File: config.mk
export PLATFORM = sky130hd
export DESIGN_NAME = comporta_servo_pwm
export DESIGN_NICKNAME = d
export VERILOG_FILES = /design/src/rtl/comporta_servo_pwm.sv
export SDC_FILE = /design/constraint.sdc
export NUM_CORES = 1
export LEC_CHECK = 0
export ABC_AREA = 1
export CAP_MARGIN = 20
export CELL_PAD_IN_SITES_DETAIL_PLACEMENT = 0
export CELL_PAD_IN_SITES_GLOBAL_PLACEMENT = 2
export CORE_ASPECT_RATIO = 2
export CORE_MARGIN = 2
export CORE_UTILIZATION = 30
export CTS_BUF_LIST = sky130_fd_sc_hd__clkbuf_2 sky130_fd_sc_hd__clkbuf_4 sky130_fd_sc_hd__clkbuf_8
export DETAILED_ROUTE_END_ITERATION = 10
export HOLD_SLACK_MARGIN = 0.03
export PLACE_DENSITY_LB_ADDON = 0.1
export SKIP_CTS_REPAIR_TIMING = 1
export SYNTH_ARGS = -nofsm -noshare
export SYNTH_HDL_FRONTEND = slang
export SYNTH_SLANG_ARGS = --single-unit
File: constraint.sdc
create_clock -name clock -period 3.3 [get_ports clock]
set_clock_uncertainty 0.05 [all_clocks]
set_input_delay 0.825 -clock clock [delete_from_list [all_inputs] [get_ports clock]]
set_output_delay 0.825 -clock clock [all_outputs]
set_load 0.02 [all_outputs]
File: src/rtl/comporta_servo_pwm.sv
// Gate servo datapath: up/down position counter with end flags, and a servo PWM
// whose pulse width only changes on period boundaries.
module comporta_servo_pwm #(
    parameter int PERIODO     = 1_000_000,
    parameter int LARGURA_MIN = 50_000,
    parameter int PASSO       = 5_000,
    parameter int NUM_POS     = 11,
    parameter int W_CONT      = 20
) (
    input  logic       clock,
    input  logic       reset,
    input  logic       zeraUpdown,
    input  logic       contaUpdown,
    output logic       pwm,
    output logic       inicioPosicao,
    output logic       fimPosicao,
    output logic       descendo,
    output logic [3:0] dbPosicao
);

    localparam logic [3:0]        POS_MAX    = 4'(NUM_POS - 1);
    localparam logic [W_CONT-1:0] CONT_MAX   = W_CONT'(PERIODO - 1);
    localparam logic [W_CONT-1:0] LARG_MIN_W = W_CONT'(LARGURA_MIN);
    localparam logic [W_CONT-1:0] PASSO_W    = W_CONT'(PASSO);

    logic [3:0]        posicao;
    logic [3:0]        pos_mais;
    logic [3:0]        pos_menos;
    logic [W_CONT-1:0] contador;
    logic [W_CONT-1:0] largura;
    logic [W_CONT-1:0] alvo;

    assign pos_mais  = posicao + 4'd1;
    assign pos_menos = posicao - 4'd1;

    // Direction flips on the same edge that reaches an end, so the next step
    // always moves back inward and the position can never wrap.
    always_ff @(posedge clock or posedge reset) begin
        if (reset) begin
            posicao  <= 4'd0;
            descendo <= 1'b0;
        end else if (zeraUpdown) begin
            posicao  <= 4'd0;
            descendo <= 1'b0;
        end else if (contaUpdown) begin
            if (!descendo) begin
                posicao <= pos_mais;
                if (pos_mais == POS_MAX) descendo <= 1'b1;
            end else begin
                posicao <= pos_menos;
                if (pos_menos == 4'd0) descendo <= 1'b0;
            end
        end
    end

    assign alvo = LARG_MIN_W + W_CONT'(posicao) * PASSO_W;

    // Width is latched only on the wrap edge so a pulse is never cut short
    // or stretched by a position change in mid-period.
    always_ff @(posedge clock or posedge reset) begin
        if (reset) begin
            contador <= '0;
            largura  <= LARG_MIN_W;
            pwm      <= 1'b0;
        end else begin
            pwm <= (contador < largura);
            if (contador == CONT_MAX) begin
                contador <= '0;
                largura  <= alvo;
            end else begin
                contador <= contador + 1'b1;
            end
        end
    end

    assign inicioPosicao = (posicao == 4'd0);
    assign fimPosicao    = (posicao == POS_MAX);
    assign dbPosicao     = posicao;

endmodule
# == Word-level counts from Yosys, hierarchy flattened ==
# Index checks and enable logic that the tools add are counted.
# word_totals
elab_cells,26
output_inout_bits,8
regBits,46
# classes
order_cmp,1
n_eq_ne,3
reduce_logical,3
mul,1
addsub,4
mux,9
# ops
operator,n
"adder 20 x 1 -> 20 bit, second input constant",1
"== test 20 bit, second input constant",1
less-than comparator 20 bit,1
2-to-1 mux 20 bit,1
"adder 16 x 17 -> 18 bit, first input constant",1
"multiplier 4 x 10 -> 14 bit, second input constant",1
2-to-1 mux 4 bit,3
"== test 4 bit, second input constant",2
logical NOT 4 bit,2
2-to-1 mux 1 bit,5
"adder 4 x 1 -> 4 bit, second input constant",1
"subtractor 4 x 1 -> 4 bit, second input constant",1
nonzero test 2 bit,1

# == Logic depth before layout (Yosys ltp) ==
# Gate-level depths: netlist (run 1).
# depth
word_depth,6
ltp_mapped,18
depth_no_buf,17

# == Worst setup path before layout (run 1) ==
# No wires, ideal clock.
# synth_timing
path_kind,reg2reg
start,"reg posicao[2], in the netlist dbPosicao[2]"
end,reg largura[17]
setup_slack_ps,111
path_buffers,1
period_less_slack_ps,3189
setup_ps,117
required_ps,3133
arrival_ps,3022
stages_incl_launch_ff,17
cell_sequence,dfrtp_1 > clkbuf_1 > inv_1 > fa_1 > inv_1 > ha_1 > inv_1 > fa_1 > inv_1 > o21ai_0 > nand2_1 > nand2_1 > nor2_1 > nand2_1 > nand3_1 > nand3_1 > nand2_1
# synth_between
elab_chain_len,2
# synth_rtl
item,line_no,text
from (decl),26,logic [3:0] posicao;
from (signal assigned),47,posicao <= pos_mais;
from (signal assigned),50,posicao <= pos_menos;
multiplier 4 x 10 -> 14 bit,56,assign alvo = LARG_MIN_W + W_CONT'(posicao) * PASSO_W;
adder 16 x 17 -> 18 bit,56,
to (signal assigned),69,largura <= alvo;
to (decl),30,logic [W_CONT-1:0] largura;
# Every way passes these cells.
# A chain may end at the register's enable or synchronous reset.

# == Worst setup path in the final report (run 1) ==
# layout_timing
start,"reg posicao[1], in the netlist dbPosicao[1]"
end,reg largura[15]
# The elaborated chain is that of the path after synthesis.

==> results_dict.tcl, run 1 <==
set metrics [dict create \
    synth_area_um2 3100 \
    min_period_ns 2.87 \
    yosysWarnings 0 \
    synth_xor_xnor_area_share_pct 5.08 \
    num_rows 52 \
    worstSetupPathType "flip-flop to flip-flop" \
    mostFrequentLayoutCells "nand2_1, inv_1, ha_1" \
    crit_path_cell_trace "inv_1 -> fa_1 -> inv_1 -> ha_1 -> inv_1 -> fa_1 -> nor2_1 -> nand3_1 -> nand2_1 -> nand2_1 -> nor2_1 -> nand2_1 -> nand2_1 -> nand2_1 -> nand3_1 -> nand2_1" \
    start_util_pct 30.8 \
    overflow 0 \
    clk_pin_slew_ns 0.08 \
    synth_compound_area_share_pct 8.35 \
    cp_common_cell "nand2_1" \
    max_slew.worst_pin.slew_ns 0.485 \
    dp_cells 554 \
    hpwl_mm 7.07 \
    core_area_um2 10100 \
    ys_seq_area_share_pct 33.3 \
    synth_fa_ha_area_share_pct 16.9 \
    place_ws_ns 0.402 \
    clock_sink_count 41 \
    cp-end-kind "flip-flop" \
    place_congestion 0.787 \
    track_usage_pct 16.3 \
    cts_root_buf "clkbuf_8" \
    path_max_fanout 4 \
    fmax_ghz 0.348 \
    power_density_nw_per_um2 285 \
    fillerInstances 1122 \
    holdWs_ns 0.421 \
    dieHeight_um 148 \
    drtIter0Drc 87 \
    syn-num-nets 448 \
    cts_tree "done" \
    slew_violations 0 \
    worst_slack_ns 0.426 \
    critPathSlowestCell "fa_1" \
    worstPathArrival_ns 3.06 \
    slowest_delay_ns 0.55 \
    vias_per_cell 4.56 \
    leakagePower_nw 1.82 \
    final_nets 470 \
    vdd_ir_drop_max_mv 0.171 \
    cap_viol_max_count 0 \
    maxSlewHeadroom_pct 67.4 \
    ys_seq_elements 41 \
    synth_top_family_by_area "simple AND/OR/NAND/NOR gates" \
    ant_nets 0 \
    clockBufferDepth 2 \
    synthSimpleGateAreaFrac_pct 26.2 \
    antenna_cells 0 \
    finalCritPeriodShare_pct 87.1 \
    layoutNonFillerInstCount 562 \
    cts_made_buffers 5 \
    layout_commonest_cell "nand2_1" \
    grt_max_degree 23 \
    critPathLaunchType "flip-flop" \
    synthDistinctLibCells 37 \
    antenna_found_initial 0 \
    drc 0 \
    die_width_um 75.9 \
    grt_pass1_vias 2832 \
    grt_pass1_wl_mm 14.1 \
    syn_area_per_cell_um2 7.68 \
    crit_family "adder cells" \
    drive_above_1_share_pct 8.90 \
    drt_pass1_iterations 4 \
    clkLatencyLatePin_ns 0.30 \
    synthToLayoutAreaGrowth_pct 13.3 \
    dieArea_um2 11200 \
    hold_violations 0 \
    crit_buf_inv 3 \
    netlist_instances 404 \
    setup_tns_ns 0 \
    cts.htree.levels 2 \
    wl_mm 8.50 \
    crit_required_ns 3.49 \
    dr_total_vias 2561 \
    ioPinCount 12 \
    io_buffers 11 \
    rsz0062_at_grt "no" \
    power_mw 1.00 \
    setup_violations 0 \
    min_path_type "flip-flop to flip-flop" \
    outcome "finished clean" \
    routed_wire_length_per_instance_um 15.1 \
    synth_mux_area_share_pct 0 \
]
synth_stat cells:
cell / n / area share (%)
inv_2: 3 / 0.36
a31oi_1: 1 / 0.20
nor2_2: 3 / 0.60
a211oi_1: 1 / 0.24
o32ai_1: 1 / 0.28
buf_6: 1 / 0.36
o21ai_1: 3 / 0.48
nor4_1: 2 / 0.40
nor4_4: 1 / 0.69
nor2_1: 29 / 3.5
nand2_1: 82 / 9.9
ha_1: 37 / 15
xnor2_1: 2 / 0.56
o31ai_1: 1 / 0.24
o21ai_0: 21 / 3.4
nand3_1: 26 / 4.2
buf_4: 1 / 0.24
dfstp_2: 6 / 5.1
o211ai_1: 1 / 0.24
a21oi_1: 16 / 2.6
nand4_2: 1 / 0.40
nor3_2: 1 / 0.32
o221ai_1: 1 / 0.28
nand4_1: 12 / 2.4
nand2_2: 3 / 0.60
nand3b_1: 2 / 0.48
or2_2: 1 / 0.20
buf_2: 1 / 0.16
xor2_1: 16 / 4.5
fa_1: 3 / 1.9
inv_1: 73 / 8.8
nor3_1: 11 / 1.8
clkbuf_2: 1 / 0.16
dfrtp_1: 35 / 28
nand3_2: 2 / 0.65
clkbuf_1: 1 / 0.12
o22ai_1: 2 / 0.40
report_power, final:
group | switching [mW] | total, mW | internal (mW)
Clock | 0.186 | 0.374 | 0.188
Combinational | 0.0736 | 0.119 | 0.0451
Sequential | 0.00326 | 0.508 | 0.504
worst paths after layout:
path                       slack, ns  cells past startpoint          from            to
hold reg to reg                 0.42                      2   largura[14]   largura[14]
min in group asynchronous       0.63                      2         reset  dbPosicao[0]
hold / removal                  0.42                      2   largura[14]   largura[14]
setup reg to reg                0.43                     16  dbPosicao[1]   largura[15]
max in group asynchronous       2.01                      3         reset   largura[14]
setup / recovery                0.43                     16  dbPosicao[1]   largura[15]
state kept, by name, indices dropped and copies added, names as in the netlist:
register	count
largura	15
contador	20
pwm	1
dbPosicao	4
descendo	1
cell families (layout without fill, tap and decap cells):
| kind of cell | Yosys count | in the layout |
|---|---|---|
| AOI/OAI and AO/OA | 48 | 48 |
| xor gates and xnor gates | 18 | 18 |
| adders and majority gates | 40 | 40 |
| buffers and inverters | 81 | 104 |
| DFF | 41 | 41 |
| and+or+nand+nor | 176 | 176 |
layer usage:
layer | vias to the layer above | global-route usage (%) | wire length, um
met1 | 1188 | 14.0 | 2940
met4 | 0 | 6.45 | 204
met3 | 8 | 1.65 | 83
met2 | 20 | 36.3 | 5280
li1 | 1345 | - | -
met5 | - | 0 | 0
final cells by class:
class | instances | area (um2) | area share (%)
Sequential cell | 41 | 1030 | 29.4
Multi-Input combinational cell | 282 | 1750 | 49.8
Inverter | 76 | 285 | 8.12
Clock buffer | 8 | 97.6 | 2.78
Tap cell | 135 | 169 | 4.81
Timing Repair Buffer | 20 | 178 | 5.06
worst reg2reg max path, cell delays in order (launching register included):
cell and delay, ns:
dfrtp_1 0.35, inv_1 0.11, fa_1 0.55, inv_1 0.04
ha_1 0.29, inv_1 0.06, fa_1 0.52, nor2_1 0.14
nand3_1 0.11, nand2_1 0.08, nand2_1 0.08, nor2_1 0.10
nand2_1 0.10, nand2_1 0.07, nand2_1 0.05, nand3_1 0.06
nand2_1 0.05
per-stage QoR:
step | util [%] | cell area [um2]
floorplan | - | 3100
global placement | 33.9 | 3420
detailed placement | 33.9 | 3420
CTS | 34.9 | 3510
global route | 34.9 | 3510
finish | 34.9 | 3510
Note: power is estimated with default switching activity, not from simulation.
==> run 2, diff against run 1 <==
Settings changed: CORE_UTILIZATION 30 to 35.
==> run 2 against run 1 <==
  * Count of clock-buffer cells in the layout is 2 lower
  * Worst setup slack worse by 0.067 ns
  * Critical path type is now flip-flop to output port
  * Utilization is 5.4 points higher
  * Largest power group unchanged
  * Sequential power hardly changed
  * Clock power is 12% higher
  * Cell area is 0.93% lower
  * Sequential share of layout area is 0.27 points higher
==> results_dict.tcl, run 2 (same netlist as run 1, synthesis figures left out) <==
set metrics [dict create \
    outcome "finished clean" \
    fillerInstances 966 \
    drc 0 \
    overflow 0 \
    multiInputGateArea_um2 1750 \
    track_usage_pct 18.3 \
    slowest_delay_ns 0.63 \
    dieArea_um2 9680 \
    min_period_ns 2.94 \
    cp-end-kind "output port" \
    rsz0062_at_grt "no" \
    grt_pass1_vias 2674 \
    worstSetupPathType "flip-flop to output port" \
    grt_use_met3_pct 1.55 \
    met2_usage_pct 38.9 \
    crit_path_cell_trace "inv_1 -> ha_1 -> nand2_1 -> inv_1 -> clkdlybuf4s50_1" \
    leakagePower_nw 1.82 \
    num_rows 48 \
    antenna_found_initial 0 \
    hpwl_mm 6.64 \
    layout_commonest_cell "nand2_1" \
    setup_violations 0 \
    cap_viol_max_count 0 \
    crit_path_start "dbPosicao[0]" \
    switchingPower_uw 261 \
    netSwitchingFraction_pct 25.0 \
    slew_violations 0 \
    dieHeight_um 137 \
    critPathSlowestCell "dfrtp_1" \
    antenna_cells 0 \
    cts.htree.levels 2 \
    start_util_pct 35.9 \
    grt_max_degree 23 \
    vias_per_cell 4.93 \
    post-route-util_pct 40.3 \
    finalCritPeriodShare_pct 89.1 \
    grt_pass1_wl_mm 13.4 \
    dr_total_vias 2586 \
    power_mw 1.04 \
    seqPwrFrac_pct 48.8 \
    hp-start "largura[14]" \
    mostFrequentLayoutCells "nand2_1, inv_1, ha_1" \
    critPathLaunchType "flip-flop" \
    r2r-start "dbPosicao[1]" \
    worstPathArrival_ns 2.07 \
    p_comb_share_pct 11.0 \
    ioPinCount 12 \
    fmax_ghz 0.340 \
    clockBufferDepth 2 \
    place_congestion 0.782 \
    max_slew.worst_pin.slew_ns 0.802 \
    maxSlewHeadroom_pct 46.2 \
    min_path_type "flip-flop to flip-flop" \
    grt_use_met1_pct 17.0 \
    postLayoutCellArea_um2 3480 \
    largest_register_ffs 20 \
    p_int_uw 782 \
    cts_made_buffers 5 \
    die_width_um 70.6 \
    clkLatencyLatePin_ns 0.31 \
    top_usage_layer "met2" \
    post_dp_cell_area_um2 3370 \
    hold_violations 0 \
    drt_pass1_iterations 4 \
    area.sequential_um2 1030 \
    drtIter0Drc 143 \
    io_buffers 11 \
    crit_required_ns 2.42 \
    vdd_ir_drop_max_mv 0.244 \
    clk_pin_slew_ns 0.08 \
    setup_tns_ns 0 \
    cts_root_buf "clkbuf_8" \
    clock_sink_count 41 \
    routed_wire_length_per_instance_um 15.4 \
    final_nets 468 \
    cts_tree "done" \
    ant_nets 0 \
    synthToLayoutAreaGrowth_pct 12.2 \
    path_max_fanout 12 \
    cp_common_cell "inv_1" \
    drive_above_1_share_pct 8.47 \
    top_register "contador" \
    core_area_um2 8650 \
    power_density_nw_per_um2 299 \
    wl_mm 8.09 \
    p_clk_share_pct 40.2 \
]
## run 2: changes by cell type in the layout (fill, tap and decap cells not counted), sizes merged
| cell | change |
|---|---|
| buf | -2 |
| bufinv | +1 |
| clkbuf | -2 |
| clkinv | +1 |
## run 2: final cells by class
class / instances / area share (%)
Clock buffer: 6 / 2.19
Clock inverter: 2 / 1.01
Inverter: 76 / 8.19
Multi-Input combinational cell: 282 / 50.3
Sequential cell: 41 / 29.7
Tap cell: 100 / 3.59
Timing Repair Buffer: 18 / 5.03
## run 2: metal layers
| layer | vias up | wire, um |
|---|---|---|
| li1 | 1337 | - |
| met1 | 1217 | 2870 |
| met2 | 23 | 4930 |
| met5 | - | 0 |
| met3 | 9 | 97 |
| met4 | 0 | 191 |
## run 2: worst paths after layout
check / to / slack, ns / cells after the start
hold reg to reg: largura[14] / 0.42 / 2
setup / recovery: inicioPosicao / 0.36 / 5
min in group asynchronous: pwm / 0.82 / 2
hold / removal: largura[14] / 0.42 / 2
setup reg to reg: largura[15] / 0.38 / 17
max in group asynchronous: largura[14] / 1.76 / 3
## run 2: worst max-delay path: cells and delay by family, from the launching register on
family / cells / cell delay (ns)
adders and majority gates: 1 / 0.29
buffers and inverters: 3 / 0.77
DFF: 1 / 0.63
and+or+nand+nor: 1 / 0.07
## run 2: metrics by stage
stage               hold slack (ns)  std cells  setup WS (ns)
global route                  0.442        525          0.151
detailed placement            0.406        517          0.389
finish                        0.416        525          0.359
floorplan                     0.380        404          0.111
CTS                           0.420        525          0.311
global placement              0.397        517          0.458
## run 2: power groups by stage
stage / sequential (mW) / combinational [mW] / clock, mW
3_5_place_dp: 0.519 / 0.117 / 0
3_3_place_gp: 0.519 / 0.117 / 0
2_1_floorplan: 0.520 / 0.0747 / 0
6_report: 0.509 / 0.114 / 0.419
5_1_grt: 0.510 / 0.132 / 0.446
4_1_cts: 0.509 / 0.117 / 0.435
